**src/rtl/booth_seq_mult.sv**
```systemverilog
// Sequential radix-2 Booth multiplier: FSM, step counter and shift/add datapath in one block.
// Optional macro BOOTH_UNSIGNED_EN adds the unsigned_mode port (zero-extended operands, one extra step).
module booth_seq_mult #(
    parameter int WIDTH = 16
) (
    input  logic                 clk,
    input  logic                 reset,
    input  logic                 start,
    input  logic                 abort,
`ifdef BOOTH_UNSIGNED_EN
    input  logic                 unsigned_mode,
`endif
    input  logic [WIDTH-1:0]     multiplicand,
    input  logic [WIDTH-1:0]     multiplier,
    output logic [2*WIDTH-1:0]   product,
    output logic                 ready,
    output logic                 busy
);

`ifdef BOOTH_UNSIGNED_EN
    localparam int QW       = WIDTH + 1;
    localparam int MAX_ITER = WIDTH + 1;
`else
    localparam int QW       = WIDTH;
    localparam int MAX_ITER = WIDTH;
`endif
    localparam int CW = $clog2(MAX_ITER + 1);

    typedef enum logic [1:0] {IDLE, SETUP, PROCESS, READY} state_t;

    state_t               state, state_next;
    logic [WIDTH:0]       acc, m_reg, m_ext, acc_sum, acc_sh;
    logic [QW-1:0]        q_reg, q_ext, q_sh;
    logic                 q_m1;
    logic [CW-1:0]        count, iter_last;
    logic                 last_step, accept;
    logic [2*WIDTH-1:0]   product_next;

    assign accept    = (state == IDLE) && start && !abort;
    assign last_step = (count == iter_last);

`ifdef BOOTH_UNSIGNED_EN
    logic mode_uns;

    always_ff @(posedge clk or posedge reset) begin
        if (reset)
            mode_uns <= 1'b0;
        else if (accept)
            mode_uns <= unsigned_mode;
    end

    assign m_ext     = unsigned_mode ? {1'b0, multiplicand} : {multiplicand[WIDTH-1], multiplicand};
    assign q_ext     = unsigned_mode ? {1'b0, multiplier}   : {multiplier[WIDTH-1], multiplier};
    assign iter_last = mode_uns ? CW'(WIDTH) : CW'(WIDTH - 1);
    // Signed mode stops one step early, so the unconsumed sign bit still sits in q_sh[0].
    assign product_next = mode_uns ? {acc_sh[WIDTH-2:0], q_sh}
                                   : {acc_sh[WIDTH-1:0], q_sh[QW-1:1]};
`else
    assign m_ext        = {multiplicand[WIDTH-1], multiplicand};
    assign q_ext        = multiplier;
    assign iter_last    = CW'(WIDTH - 1);
    assign product_next = {acc_sh[WIDTH-1:0], q_sh};
`endif

    // Booth add/subtract followed by arithmetic right shift of {A,Q,Q-1}.
    always_comb begin
        acc_sum = acc;
        case ({q_reg[0], q_m1})
            2'b01:   acc_sum = acc + m_reg;
            2'b10:   acc_sum = acc - m_reg;
            default: acc_sum = acc;
        endcase
        acc_sh = {acc_sum[WIDTH], acc_sum[WIDTH:1]};
        q_sh   = {acc_sum[0], q_reg[QW-1:1]};
    end

    always_ff @(posedge clk or posedge reset) begin
        if (reset)
            state <= IDLE;
        else
            state <= state_next;
    end

    always_comb begin
        state_next = state;
        ready      = 1'b0;
        busy       = 1'b1;
        case (state)
            IDLE: begin
                busy = 1'b0;
                if (accept)
                    state_next = SETUP;
            end
            SETUP: begin
                state_next = abort ? IDLE : PROCESS;
            end
            PROCESS: begin
                if (abort)
                    state_next = IDLE;
                else if (last_step)
                    state_next = READY;
            end
            READY: begin
                ready      = 1'b1;
                state_next = IDLE;
            end
            default: state_next = IDLE;
        endcase
    end

    // An abort suppresses the step, so product keeps its previous value.
    always_ff @(posedge clk or posedge reset) begin
        if (reset) begin
            m_reg   <= '0;
            q_reg   <= '0;
            q_m1    <= 1'b0;
            acc     <= '0;
            count   <= '0;
            product <= '0;
        end else begin
            case (state)
                IDLE: begin
                    if (accept) begin
                        m_reg <= m_ext;
                        q_reg <= q_ext;
                    end
                end
                SETUP: begin
                    acc   <= '0;
                    q_m1  <= 1'b0;
                    count <= '0;
                end
                PROCESS: begin
                    if (!abort) begin
                        acc   <= acc_sh;
                        q_reg <= q_sh;
                        q_m1  <= q_reg[0];
                        count <= count + 1'b1;
                        if (last_step)
                            product <= product_next;
                    end
                end
                default: ;
            endcase
        end
    end

endmodule

```
**config.mk**
```make
export PLATFORM = sky130hd
export DESIGN_NAME = booth_seq_mult
export DESIGN_NICKNAME = d
export VERILOG_FILES = /design/src/rtl/booth_seq_mult.sv
export SDC_FILE = /design/constraint.sdc
export NUM_CORES = 1
export LEC_CHECK = 0
export ABC_AREA = 1
export CAP_MARGIN = 20
export CELL_PAD_IN_SITES_DETAIL_PLACEMENT = 1
export CELL_PAD_IN_SITES_GLOBAL_PLACEMENT = 2
export CORE_ASPECT_RATIO = 1.5
export CORE_MARGIN = 3
export CORE_UTILIZATION = 34
export DETAILED_ROUTE_END_ITERATION = 6
export GPL_ROUTABILITY_DRIVEN = 0
export PLACE_DENSITY = 0.95
export SYNTH_ARGS = -nofsm -noshare
export SYNTH_HDL_FRONTEND = slang
export SYNTH_SLANG_ARGS = --single-unit
```
**constraint.sdc**
```tcl
create_clock -name clk -period 4.23 [get_ports clk]
set_input_delay 0.846 -clock clk [delete_from_list [all_inputs] [get_ports clk]]
set_output_delay 0.846 -clock clk [all_outputs]
set_load 0.005 [all_outputs]
```
==> results.md, run 1 <==
* H-tree depth at 3
* FFs w/ async S/R, synth at 100%
* CTS tree: built
* Worst EP required at about 4.5 ns
* Leak at approximately 3 nW
* Net Sw Frac at about half
* Max_cap viols at 0
* Total GRT Usage at a little under a fifth
* Register share of total power at around a quarter
* Clock Power Share at about 18%
* Synth cell types at 38
* Global-route wire length before repair at 24200 um
* Status: completed
* Internal power at about 0.0025 W
* Tcrit/Tclk final at 73.1%
* Clk sinks at 88
* Vias per Instance at between 4 and 5
* CTS buffer count at 9
* Detailed Routing Iterations Pass 1 at 4
* Total congestion overflow at 0
* CTS Buffer Depth at 2
* Final Routed Wirelength at around 14000 um
* Seq cells post-synth at just under 90
* Die height at 154 um
* Post-Synthesis Cells at 654
* Critical-path cell list: inv_1 -> ha_1 -> inv_1 -> o31ai_1 -> xnor2_1 -> inv_1 -> ha_1 -> nand2_1 -> inv_1 -> a21oi_1 -> nand2_1 -> a21oi_1 -> xor2_1 -> nand2_1 -> nand2_1 -> nand2_1 -> nand2_1
* Setup violators final at 0
* Placement Setup Slack at between 1 and 1.5 ns
* Rows at 53
* FMAX at 0.323 GHz
* Crit path DAT at 3.37 ns
* Crit end category: flip-flop
* DRC viols at 0
* Antenna-violating nets left at 0
* Cell Pwr Density at 783 nW/um2
* Share of post-route cells with drive strength above 1 at 4.98%
* Setup ws final at about 1.1 ns
* P_sw at approximately 0.0024 W
* Die width at approximately 100 um
* Post-synth EDFFs at 0
* Antenna violations before repair at 0
* Mapped cell area at about 5000 um2
* Max FO, Critical Path at 13
* Actual slew at the worst max-slew pin at roughly 0.72 ns
* IO Count at 70
* Final net count at 775
* Layout Cells excl Fill at roughly 920
* Design Area, Final at 6140 um2
* Synth warn at 0
* Resized cells post-CTS at 0
* Clk slew on worst S/H paths at approximately 0.070 ns
* RSZ-0062 raised after global routing: false
* Critical path's slowest cell: ha_1
* Largest net degree at the start of global routing at 40
* Mean Syn Cell Area at between 7 and 8 um2
* Placed cells at ~900
* Hold Fails Final Rpt at 0
* Fillers at between 1500 and 2000
* Setup TNS at 0 ns
* Hold Path Class: reg2reg
* IO buf count at between 60 and 70
* Tmin final at around 3 ns
* Layout area overhead at 23.7%
* WL/cell at about 16 um
* Post-DP HPWL at ~11000 um
* Reg with most FFs: product
* Main synth FF type: dfrtp_1
* Hold depth at 2
* Initial DRC count at about 120
* Floorplan Core Area at 14200 um2
* Crit path launch type: flip-flop
* Total power draw at just under 0.005 W
* DR vias at roughly 4500
* WS Path Type: reg2reg
* Initial core utilization at a little over a third
* Largest vdd supply drop at 0.338 mV
* Syn nets at approximately 700
* Setup Fix Bufs, Post-CTS at 0
* Diode count at 0
* Max reg flops at 32
* Max Slew Vio Count at 0
* Clock latency on the worst-skew pair at between 0.3 and 0.4 ns
* Slowest Stage Delay on Critical Path at between 0.4 and 0.5 ns
* Comb power frac at around 56%
* Most common cell on crit path: nand2_1
* DIE AREA at roughly 16000 um2
* Vias in the first global route at roughly 4900
* Worst-case reg-to-reg path depth at 17
* DP Area at 5830 um2
* Clock skew at approximately 0.011 ns
* Root Driver: clkbuf_16
* Sequential area share after synthesis at between 40% and 50%
* Slew Limit Headroom at between 50% and 60%
* Hold buffer count at cts at 0
==> power by group through the flow <==
stage	clock network (W)	registers, W	logic, W
finish	0.000847	0.00124	0.00272
global route	0.000900	0.00127	0.00313
CTS	0.000862	0.00124	0.00276
detailed placement	0	0.00126	0.00274
global placement	0	0.00124	0.00262
floorplan	0	0.00120	0.00204
==> per-stage QoR <==
step           utilization [%]  hold WS (ns)
2_1_floorplan                -         0.470
3_3_place_gp              41.1         0.468
3_5_place_dp              41.1         0.473
4_1_cts                   43.3         0.489
5_1_grt                   43.3         0.511
6_report                  43.3         0.485
==> cells in the mapped netlist (3+ instances only) <==
| cell type | number | area, um2 |
|---|---|---|
| inv_1 | 81 | 304 |
| ha_1 | 20 | 250 |
| o211ai_1 | 15 | 113 |
| nor2_1 | 31 | 116 |
| a31oi_1 | 4 | 25.0 |
| o22ai_1 | 8 | 50.1 |
| nor3_1 | 3 | 15.0 |
| xnor2_1 | 4 | 35.0 |
| xor2_1 | 12 | 105 |
| nand3_1 | 30 | 150 |
| o21ai_1 | 19 | 95.1 |
| nand4_1 | 4 | 25.0 |
| a21oi_1 | 18 | 90.1 |
| nand2_1 | 222 | 833 |
| o21ai_0 | 47 | 235 |
| inv_2 | 4 | 15.0 |
| buf_2 | 5 | 25.0 |
| dfrtp_1 | 88 | 2200 |
| clkbuf_1 | 12 | 45.0 |
==> cell type report <==
cell class	count	area (um2)	area share (%)
Timing Repair Buffer	73	721	11.7
Inverter	87	330	5.38
Clock inverter	6	76.3	1.24
Clock buffer	10	239	3.89
Sequential cell	88	2200	35.8
Multi-Input combinational cell	459	2330	38.0
Tap cell	192	240	3.91
==> critical path, delay by kind of cell (launching register included) <==
kind            cells  cell delay [ns]
xor+xnor            2             0.35
buf+inv             4             0.45
simple gates        6             0.61
compound gates      3             0.48
flops               1             0.36
fa+ha+maj           2             0.77
==> routing by layer <==
| metal | track usage [%] | vias to the layer above | wire length (um) |
|---|---|---|---|
| li1 | - | 2229 | - |
| met1 | 19.2 | 2225 | 5610 |
| met2 | 36.5 | 65 | 8080 |
| met3 | 3.02 | 20 | 413 |
| met4 | 6.38 | 0 | 272 |
| met5 | 0 | - | 0 |
==> path summary, 6_finish.rpt <==
check	startpoint	end	slack [ns]
max reg2reg	q_m1	acc[11]	1.14
min in group asynchronous	reset	state[0]	0.91
max	q_m1	acc[11]	1.14
min	product[15]	product[15]	0.48
max in group asynchronous	reset	q_reg[12]	2.50
min reg2reg	product[15]	product[15]	0.48
==> layout by cell type (no fill, tap or decap), drive strengths merged <==
| cell | n |
|---|---|
| nand2 | 225 |
| fa | 1 |
| a22oi | 1 |
| xnor2 | 4 |
| a32o | 1 |
| nand3 | 30 |
| or2 | 2 |
| xor2 | 12 |
| nor3 | 4 |
| clkbuf | 10 |
| o22ai | 8 |
| buf | 4 |
| nand3b | 1 |
| a31oi | 4 |
| bufinv | 1 |
| mux2i | 1 |
| inv | 87 |
| nor2 | 35 |
| nand4 | 4 |
| a22o | 2 |
| o21bai | 2 |
| clkinv | 5 |
| a21oi | 18 |
| o31ai | 2 |
| ha | 20 |
| dfrtp | 88 |
| o211ai | 15 |
| o21ai | 66 |
| and2 | 1 |
| clkdlybuf4s50 | 69 |
==> cell families (layout without fill, tap and decap cells) <==
| group | Yosys count | in the layout | share of synthesized area [%] |
|---|---|---|---|
| fa+ha+maj | 21 | 21 | 5.44 |
| mux | 1 | 1 | 0.202 |
| flops | 88 | 88 | 44.3 |
| buf+inv | 107 | 176 | 8.64 |
| xor+xnor | 16 | 16 | 2.82 |
| compound gates | 119 | 119 | 13.6 |
| simple gates | 302 | 302 | 25.0 |
No activity file was read; power rests on OpenSTA's default activity.
==> run 2: changes to the inputs <==
CORE_UTILIZATION = 29   (was 34)
PLACE_DENSITY = 0.88   (was 0.95)
clock period = 2.6 ns   (was 4.23 ns; I/O delays follow)
==> results.md, run 2 (synthesis gave the netlist of run 1 again) <==
* Cell Pwr Density at 1530 nW/um2
* Antenna violations before repair at 0
* Internal power at about 0.0056 W
* Max Slew Vio Count at 0
* Crit path DAT at between 3 and 4 ns
* Clock skew at slightly below 0.01 ns
* Initial DRC count at 95
* Most common cell on crit path: nand2_1
* Tcrit/Tclk final at 107%
* Layout Cells excl Fill at ~990
* Comb power frac at between 60% and 70%
* Detailed Routing Iterations Pass 1 at 4
* Max reg flops at 32
* Total congestion overflow at 0
* Final Routed Wirelength at 16600 um
* DIE AREA at 18800 um2
* Max_cap viols at 0
* Root Driver: clkbuf_16
* Leak at 3.41 nW
* Slowest Stage Delay on Critical Path at a little over 0.4 ns
* Vias in the first global route at about 5200
* Hold Path Class: reg2reg
* Clk sinks at roughly 90
* RSZ-0062 raised after global routing: true
* Largest vdd supply drop at around 0.56 mV
* Floorplan Core Area at approximately 17000 um2
* Die height at around 170 um
* P_sw at around 0.0054 W
* Vias per Instance at 4.87
* H-tree depth at 3
* Global-route wire length before repair at 25700 um
* Slew Limit Headroom at about 66%
* Rows at 58
* Share of post-route cells with drive strength above 1 at between 20% and 30%
* Net Sw Frac at 48.7%
* Crit end category: flip-flop
* Post-DP HPWL at 11300 um
* Status: complete, but fails checks
* CTS buffer count at 9
* Hold buffer count at cts at 0
* Hold Fails Final Rpt at 0
* Initial core utilization at 29.6%
* Clk slew on worst S/H paths at ~0.06 ns
* CTS Buffer Depth at 2
* IO buf count at 69
* Setup violators final at 20
* IO Count at 70
* Hold_ws at roughly 0.47 ns
* Worst path top cell family by delay: simple AND/OR/NAND/NOR gates
* FMAX at about 0.36 GHz
* Antenna-violating nets left at 0
* Layout area overhead at 45.1%
* CTS tree: built
* Commonest non-fill, non-tap cells in the layout: nand2_1 (182), dfrtp_1 (88), inv_1 (71)
* WS Path Type: reg2reg
* Register share of total power at between 10% and 20%
* WL/cell at between 15 and 20 um
* Placement Setup Slack at -0.285 ns
* Tmin final at approximately 2.8 ns
* Final net count at 832
* Largest net degree at the start of global routing at between 80 and 90
* Worst EP required at 2.83 ns
* Critical path buffers and inverters at 2
* Violated checks: negative setup slack
* Clock latency on the worst-skew pair at approximately 0.34 ns
* Max FO, Critical Path at 4
* Die width at around 110 um
* Total GRT Usage at between 10% and 20%
* Critical-path cell list: nor2_2 -> nand4_1 -> nor2_2 -> nand2_2 -> inv_2 -> a31oi_1 -> xor2_1 -> inv_1 -> ha_4 -> nand2_2 -> nor2_2 -> nand2_1 -> nand2_1 -> a21oi_1 -> nand2_1 -> nand3_2 -> nand2_1 -> nand2_1 -> nand2_1 -> nand2_1
* Setup ws final at -0.183 ns
* Actual slew at the worst max-slew pin at roughly 0.5 ns
* Crit path launch type: flip-flop
* Clock Power Share at around 12%
* DR vias at 4816
* Critical path's slowest cell: dfrtp_1
* Commonest non-fill, non-tap cell in the layout: nand2_1
* DRC viols at 0
* Placed cells at about 960
* Reg with most FFs: product
* Diode count at 0
-- run 2: changes by cell type in the layout (fill, tap and decap cells not counted), moves of 12 or more --
| cell | before | now |
|---|---|---|
| o21ai_0 | 47 | 33 |
| nand3_1 | 30 | 18 |
| buf_4 | 4 | 54 |
| nand2_1 | 222 | 182 |
| a21oi_1 | 18 | 4 |
| nor2_1 | 31 | 16 |
| nand2_2 | 2 | 34 |
-- run 2: metrics by stage --
step                      total power, W  util, %  setup TNS, ns  cell area (um2)
after floorplan                  0.00527        -              0             4970
after global placement           0.00709     36.9         -0.621             6190
after detailed placement         0.00735     36.9          -2.52             6190
after CTS                        0.00915     39.7         -0.379             6650
after global routing              0.0118     43.0          -5.78             7210
final                             0.0110     43.0          -1.42             7210
-- run 2: final timing paths --
| kind | start | to | slack, ns | depth (start not counted) |
|---|---|---|---|---|
| max | m_reg[2] | product[31] | -0.18 | 20 |
| min | product[24] | product[24] | 0.47 | 2 |
| max reg2reg | m_reg[2] | product[31] | -0.18 | 20 |
| min reg2reg | product[24] | product[24] | 0.47 | 2 |
| max in group asynchronous | reset | acc[13] | 1.56 | 3 |
| min in group asynchronous | reset | product[2] | 0.67 | 3 |
-- run 2: worst reg2reg max path, stage by stage (launching register included) --
cell and delay [ns]:
dfrtp_1 0.41, nor2_2 0.15, nand4_1 0.20, nor2_2 0.18, nand2_2 0.10, inv_2 0.10, a31oi_1 0.11, xor2_1 0.15
inv_1 0.10, ha_4 0.30, nand2_2 0.11, nor2_2 0.16, nand2_1 0.07, nand2_1 0.08, a21oi_1 0.05, nand2_1 0.10
nand3_2 0.08, nand2_1 0.06, nand2_1 0.07, nand2_1 0.06, nand2_1 0.05
-- run 2: final cells by class --
class	count	area, um2
fill	1982	9560
tap	210	263
multi-input combinational	459	2920
clock inverter	4	53.8
sequential	88	2200
timing repair buffer	130	1190
clock buffer	11	243
inverter	87	337
-- run 2: power by group through the flow --
stage / combinational [W] / sequential (W) / clock [W]
after floorplan: 0.00332 / 0.00195 / 0
after global placement: 0.00509 / 0.00199 / 0
after detailed placement: 0.00533 / 0.00202 / 0
after CTS: 0.00579 / 0.00201 / 0.00135
after global routing: 0.00832 / 0.00209 / 0.00142
final: 0.00762 / 0.00205 / 0.00133
-- run 2: what timing repair did --
action                                  CTS  global route
pin swaps                                 8            56
gates resized for setup                  32           129
setup buffers                             6            11
endpoints found under the setup margin   22            24
-- run 2: routing by layer --
metal / wire length (um) / share of wire (%) / global-route usage, %
met5: 0 / 0 / 0
met4: 478 / 2.9 / 6.28
met3: 456 / 2.7 / 2.73
met2: 9300 / 56 / 31.7
met1: 6380 / 38 / 18.0
